===== config.mk =====
export PLATFORM = sky130hd
export DESIGN_NAME = flag_stack_unit
export DESIGN_NICKNAME = d
export VERILOG_FILES = /design/src/rtl/flag_stack_unit.sv
export SDC_FILE = /design/constraint.sdc
export NUM_CORES = 1
export LEC_CHECK = 0
export ABC_AREA = 1
export CAP_MARGIN = 20
export CORE_MARGIN = 5
export CORE_UTILIZATION = 39
export DETAILED_ROUTE_END_ITERATION = 6
export PLACE_DENSITY_LB_ADDON = 0.12
export SLEW_MARGIN = 20
export SYNTH_ARGS = -nofsm -noshare
export SYNTH_HDL_FRONTEND = slang
export SYNTH_HIERARCHICAL = 1
export SYNTH_SLANG_ARGS = --single-unit

===== constraint.sdc =====
create_clock -name clk -period 2.75 [get_ports clk]
set_input_delay 0.275 -clock clk [delete_from_list [all_inputs] [get_ports clk]]
set_output_delay 0.275 -clock clk [all_outputs]
set_load 0.02 [all_outputs]

===== src/rtl/flag_stack_unit.sv =====
// flag_stack_unit: registered condition-flag register for the PIM controller.
// It captures datapath status under per-flag write masks and keeps a LIFO of
// flag snapshots, so that nested CALL/RETURN sequences restore the caller's flags.
//
// Flag vector order (LSB -> MSB): {Col, Ziw[0..NUM_IW-1], Zimm, Co, Call, Sign}
//
// Ports:
//   clk, rst_n          clock (rising edge) and async active-low reset
//   upd_en, upd_mask    masked flag update request (1 = bit loads new value)
//   col_pim, iw, imm_in,
//   co_pim, call_mux,
//   sign_pim            new flag sources (Ziw[i] = field i of iw is nonzero)
//   push, pop           save current flags / restore flags from LIFO top
//   err_clr             clear sticky ovf_err / unf_err
//   flags               registered flag vector
//   stack_cnt           number of valid LIFO entries
//   stack_full/empty    decodes of stack_cnt
//   ovf_err / unf_err   sticky: push while full / pop while empty

// Per-field nonzero detect; one instance per instruction-word field.
module flag_stack_zdet #(
  parameter int W = 6
) (
  input  logic [W-1:0] fld,
  output logic         nz
);
  assign nz = |fld;
endmodule

module flag_stack_unit #(
  parameter int IW_W        = 6,
  parameter int NUM_IW      = 2,
  parameter int STACK_DEPTH = 4,
  localparam int NF = NUM_IW + 5,
  localparam int CW = $clog2(STACK_DEPTH + 1)
) (
  input  logic                   clk,
  input  logic                   rst_n,
  input  logic                   upd_en,
  input  logic [NF-1:0]          upd_mask,
  input  logic                   col_pim,
  input  logic [NUM_IW*IW_W-1:0] iw,
  input  logic                   imm_in,
  input  logic                   co_pim,
  input  logic                   call_mux,
  input  logic                   sign_pim,
  input  logic                   push,
  input  logic                   pop,
  input  logic                   err_clr,
  output logic [NF-1:0]          flags,
  output logic [CW-1:0]          stack_cnt,
  output logic                   stack_full,
  output logic                   stack_empty,
  output logic                   ovf_err,
  output logic                   unf_err
);

  logic [NUM_IW-1:0]               ziw;
  logic [NF-1:0]                   new_flags;
  logic [STACK_DEPTH-1:0][NF-1:0]  stk;
  logic [NF-1:0]                   top;
  logic                            do_push, do_pop, ovf_set, unf_set;

  for (genvar g = 0; g < NUM_IW; g++) begin : g_zdet
    flag_stack_zdet #(.W(IW_W)) u_zdet (
      .fld (iw[g*IW_W +: IW_W]),
      .nz  (ziw[g])
    );
  end

  assign new_flags = {sign_pim, call_mux, co_pim, imm_in, ziw, col_pim};

  assign stack_full  = (stack_cnt == CW'(STACK_DEPTH));
  assign stack_empty = (stack_cnt == '0);

  // Simultaneous push and pop cancel: stack untouched, no error raised.
  assign do_push = push & ~pop & ~stack_full;
  assign do_pop  = pop & ~push & ~stack_empty;
  assign ovf_set = push & ~pop & stack_full;
  assign unf_set = pop & ~push & stack_empty;

  // Top-of-stack read; decoding each slot avoids indexing with a count that
  // can exceed the entry range.
  always_comb begin
    top = '0;
    for (int i = 0; i < STACK_DEPTH; i++)
      if (stack_cnt == CW'(i + 1)) top = stk[i];
  end

  always_ff @(posedge clk or negedge rst_n) begin
    if (!rst_n) begin
      flags     <= '0;
      stack_cnt <= '0;
      ovf_err   <= 1'b0;
      unf_err   <= 1'b0;
      stk       <= '0;
    end else begin
      // A restore takes the saved value verbatim; the update is discarded.
      if (do_pop)
        flags <= top;
      else if (upd_en)
        flags <= (flags & ~upd_mask) | (new_flags & upd_mask);

      // Snapshot is the pre-update value held before this edge.
      for (int i = 0; i < STACK_DEPTH; i++)
        if (do_push && stack_cnt == CW'(i)) stk[i] <= flags;

      if (do_push)
        stack_cnt <= stack_cnt + CW'(1);
      else if (do_pop)
        stack_cnt <= stack_cnt - CW'(1);

      // A same-cycle error event beats the clear.
      ovf_err <= ovf_set | (ovf_err & ~err_clr);
      unf_err <= unf_set | (unf_err & ~err_clr);
    end
  end

endmodule


# Word level (Yosys, flattened, before mapping)
# Cells that the tools add are included.
[totals]
ff_bits = 40
latch_bits = 0
ramBits = 0
mem_bits_ro = 0
output_inout_bits = 14
memories = 0
[classes]
addsub = 2
multipliers = 0
div_mod_pow = 0
magnitude_cmp = 0
eq_ne = 4
shifts = 0
mux = 8
n_bitwise = 19
reduce_logical = 9
[ops]
columns = ["operator", "count"]
rows = [
  ["$mux W7", 6],
  ["$and A7 B7 Y7", 2],
  ["$reduce_or A6 Y1", 2],
  ["$and A1 B1 Y1", 8],
  ["$not A7 Y7", 1],
  ["$or A7 B7 Y7", 1],
  ["$eq A3 B2 Y1 const B", 2],
  ["$mux W3", 2],
  ["$not A1 Y1", 5],
  ["$logic_and A1 B1 Y1", 4],
  ["$reduce_bool A2 Y1", 2],
  ["$add A3 B1 Y3 const B", 1],
  ["$eq A3 B1 Y1 const B", 1],
  ["$eq A3 B3 Y1 const B", 1],
  ["$logic_not A3 Y1", 1],
  ["$sub A3 B1 Y3 const B", 1],
  ["$or A1 B1 Y1", 2],
]

# Depth between registers and ports, before layout
[logic_depth]
ltp_word = 6
ltp_mapped = 11
ltp_nobuf = 10

# Hierarchy
# The synthesis kept the hierarchy.
[by_module_without_submodules]
columns = ["module", "instances", "cells_each", "area_each_um2", "seq_area_each_um2"]
rows = [
  ["flag_stack_unit", 1, 281, 2174.6, 1001.0],
  ["flag_stack_zdet", 2, 4, 16.3, 0.0],
]

# Least setup slack after synthesis
# Ideal clock, no wire load.
[synth_path]
path_type = "register -> output"
start = "register stack_cnt[0]"
end = "output stack_full"
arrival_ns = 1.292
t_required_ns = 2.475
slack_ns = 1.183
stages_incl_launch_ff = 6
n_path_buf = 1
cell_sequence = "dfrtp_1 > inv_1 > ha_1 > nand2_2 > buf_4 > inv_1"
[synth_between]
elab_chain_len = 1
[synth_rtl]
columns = ["item", "line_no", "rtl"]
rows = [
  ["start: declaration", "51", "output logic [CW-1:0] stack_cnt,"],
  ["start signal: assignment", "109", "stack_cnt <= stack_cnt + CW'(1);"],
  ["start signal: assignment", "111", "stack_cnt <= stack_cnt - CW'(1);"],
  ["$eq A3 B3 Y1", "73", "assign stack_full = (stack_cnt == CW'(STACK_DEPTH));"],
  ["end: declaration", "52", "output logic stack_full,"],
]
# No other way between the ends.

# Worst setup path after layout
# Same ends and word-level chain as after synthesis.

==> results.md <==
* Status: finished, final reports clean
* P_leak at 0.00138 uW
* H-tree levels at 2
* CP Launch Type: register
* Combinational family with the most area after synthesis: simple AND/OR/NAND/NOR gates
* Synthesized area per cell at 7.64 um2
* Total grt overflow at 0
* Postcts setup bufs at 0
* CP required at 2.48 ns
* I/O Pins at 44
* HPWL Detailed at 3.42 mm
* WL final at 4.49 mm
* CTS tree: done
* Pwr/cell area at 947 mW/mm2
* Initial core utilization at 40.1%
* Min Tclk post-route at 2.39 ns
* Adder-cell share of the synthesized area at 3.40%
* DR vias/cell at 4.40
* Fraction of registers with async set/reset at 100%
* Largest stage delay on the critical path at 0.62 ns
* CP bufs+invs at 3
* DRC Markers at 0
* Setup violators final at 0
* Pins Over Slew Limit at 0
* Crit path cell chain: inv_1 -> ha_1 -> nand2_2 -> inv_1 -> clkdlybuf4s50_1
* Dpl cells at 393
* GRT Overall Usage at 13.3%
* Max Clock Freq at 418 MHz
* Relative slew margins at 39.8%
* #FFs+latches synth at 40
* Mapped Cells at 289
* Clock Tree Root: clkbuf_8
* Yosys cell types at 28
* Ratio of cells with drive above 1 in the final layout at 7.90%
* CTS sink cnt at 40
* Post-Synth Simple-Gate Area at 26.1%
* Worst-margin pin slew at 0.904 ns
* Worst skew pair latency at 0.29 ns
* Cell Rows at 27
* Floorplan die width at 85.2 um
* Max stage delay cell, worst path: clkdlybuf4s50_1
* CTS clk-pin slew, worst paths at 0.07 ns
* Final ANT Viol Nets at 0
* Final hold violations at 0
* Final GP Congestion at 0.727
* PortBufs at 43
* TritonCTS buffer count at 5
* Post-synth EDFFs at 0
* Routed via count at 1766
* Final period util at 87.0%
* Synth Flop Type: dfrtp_1
* CP Data Arrival Time at 2.12 ns
* 1st-pass router iterations at 4
* Final net count at 364
* Initial DRC count at 69
* Worst r2r src: stack_cnt[0]
* Type of the worst min-delay path: input pin to asynchronous set/reset pin
* RSZ-0062 raised after global routing: false
* Util after Layout at 50.0%
* Post-synthesis compound-gate area fraction at 13.8%
* Post-cts hold buffer count at 0
* Non-Filler Instances at 401
* Xor/xnor cell area share of the yosys netlist at 0.794%
* CP delay by family, top: buffers and inverters
* Worst path most repeated cell: inv_1
* PostCTS Resize Cnt at 0
* Pin count of the biggest net entering global routing at 41
* Clock skew at 0.00752 ns
* Final setup TNS at 0 ns
* Max Root-Sink Buffers at 2
* Max-cap viol count at 0
* Vias in the first global route at 1676
* Crit path depth at 5
* Placeable core area at 0.00551 mm2
* Syn Nets at 325
* Die Ht at 85.2 um
* DIE AREA at 0.00726 mm2
* First-pass GRT wire length at 7.81 mm
* Mapped cell area at 0.00221 mm2
* Routed wire per std cell at 11.2 um
* # diodes at 0
* Crit path capture type: output port
* R2R cell count at 6
* Max VDD drop at 0.340 mV
* Synth warn at 6
* RR Endpoint: stk[26]
* Worst-path maximum fanout at 17
* Area Growth Syn to Fin at 24.8%
* Flop2flop setup slack at 1.04 ns
* # fillers at 557
* CP Class: register to output port
* Multiplexer share of the synthesized area at 0%
* Sequential share of the synthesized area at 45.4%
* Initial antenna violation count at 0
[area by class of cell]
| type | count | area, um2 | share of cell area [%] |
|---|---|---|---|
| tap | 72 | 90.1 | 3.27 |
| clock inverter | 2 | 35.0 | 1.27 |
| timing repair buffer | 43 | 425 | 15.4 |
| sequential | 40 | 1000 | 36.3 |
| multi-input combinational | 197 | 973 | 35.3 |
| clock buffer | 6 | 72.6 | 2.64 |
| inverter | 41 | 156 | 5.68 |
[cells in the final DEF, fill, tap and decap left out, types with 3 or more instances in the layout]
master	instances
nand3_1	4
nor2_1	31
ha_1	6
nor2_2	3
nand2_1	88
a21oi_2	3
nor2_4	3
o21ai_1	32
clkdlybuf4s50_1	42
a21oi_1	5
o21ai_0	5
o31ai_1	7
inv_1	38
clkbuf_8	5
dfrtp_1	40
nand2_2	3
[through the flow]
step,setup WS (ns),hold slack [ns],total power (uW),area [um2]
2_1_floorplan,1.18,-0.0206,1820,2210
3_3_place_gp,0.698,0.464,2130,2650
3_5_place_dp,0.651,0.460,2160,2650
4_1_cts,0.318,0.136,2650,2750
5_1_grt,0.195,0.198,2840,2750
6_report,0.358,0.108,2610,2750
[where the power goes]
group / switching [uW] / internal (uW) / leakage (uW) / total (uW)
clock network: 199 / 269 / 0.0000552 / 468
registers: 173 / 841 / 0.000496 / 1010
logic: 665 / 462 / 0.000830 / 1130
total: 1040 / 1570 / 0.00138 / 2610
[worst max path at each step]
stage            startpoint    endpoint  slack, ns
4_1_cts        stack_cnt[0]  stack_full       0.32
3_5_place_dp   stack_cnt[0]  stack_full       0.65
2_1_floorplan  stack_cnt[0]  stack_full       1.18
6_report       stack_cnt[0]  stack_full       0.36
3_3_place_gp   stack_cnt[0]  stack_full       0.70
5_1_grt        stack_cnt[0]  stack_full       0.20
[worst reg2reg max path, delay by kind of cell, from the launching register on]
kind                       cells  cell delay, ns
AOI/OAI and AO/OA              1            0.07
DFF                            1            0.43
and+or+nand+nor                3            0.73
buffers and inverters          1            0.11
adders and majority gates      1            0.26
[Yosys cell counts, types with 3 or more instances]
cell     number  area share [%]
nor2_4        3             1.5
a21oi_2       3             1.2
o21ai_1      32             7.3
nand2_2       3            0.85
nor2_2        3            0.85
ha_1          6             3.4
nor2_1       31             5.3
a21oi_1       5             1.1
buf_4         4             1.4
o21ai_0       5             1.1
nand3_1       4            0.91
inv_1        38             6.5
buf_2         3            0.68
dfrtp_1      40              45
o31ai_1       7             2.4
nand2_1      88              15
[routing by layer]
layer | vias to the layer above | routed length, um | global-route usage, %
met3 | 4 | 251 | 3.88
met5 | - | 0 | 0
met4 | 0 | 46 | 4.75
li1 | 971 | - | -
met1 | 749 | 2240 | 18.2
met2 | 42 | 1950 | 20.1
[kinds of logic after synthesis]
family | Yosys count
AND/OR/NAND/NOR | 135
AO/OA/AOI/OAI | 54
buffers and inverters | 52
flip-flops | 40
adder cells (fa/ha/maj) | 6
XOR/XNOR | 2
Power figures use the tool's default switching activity.
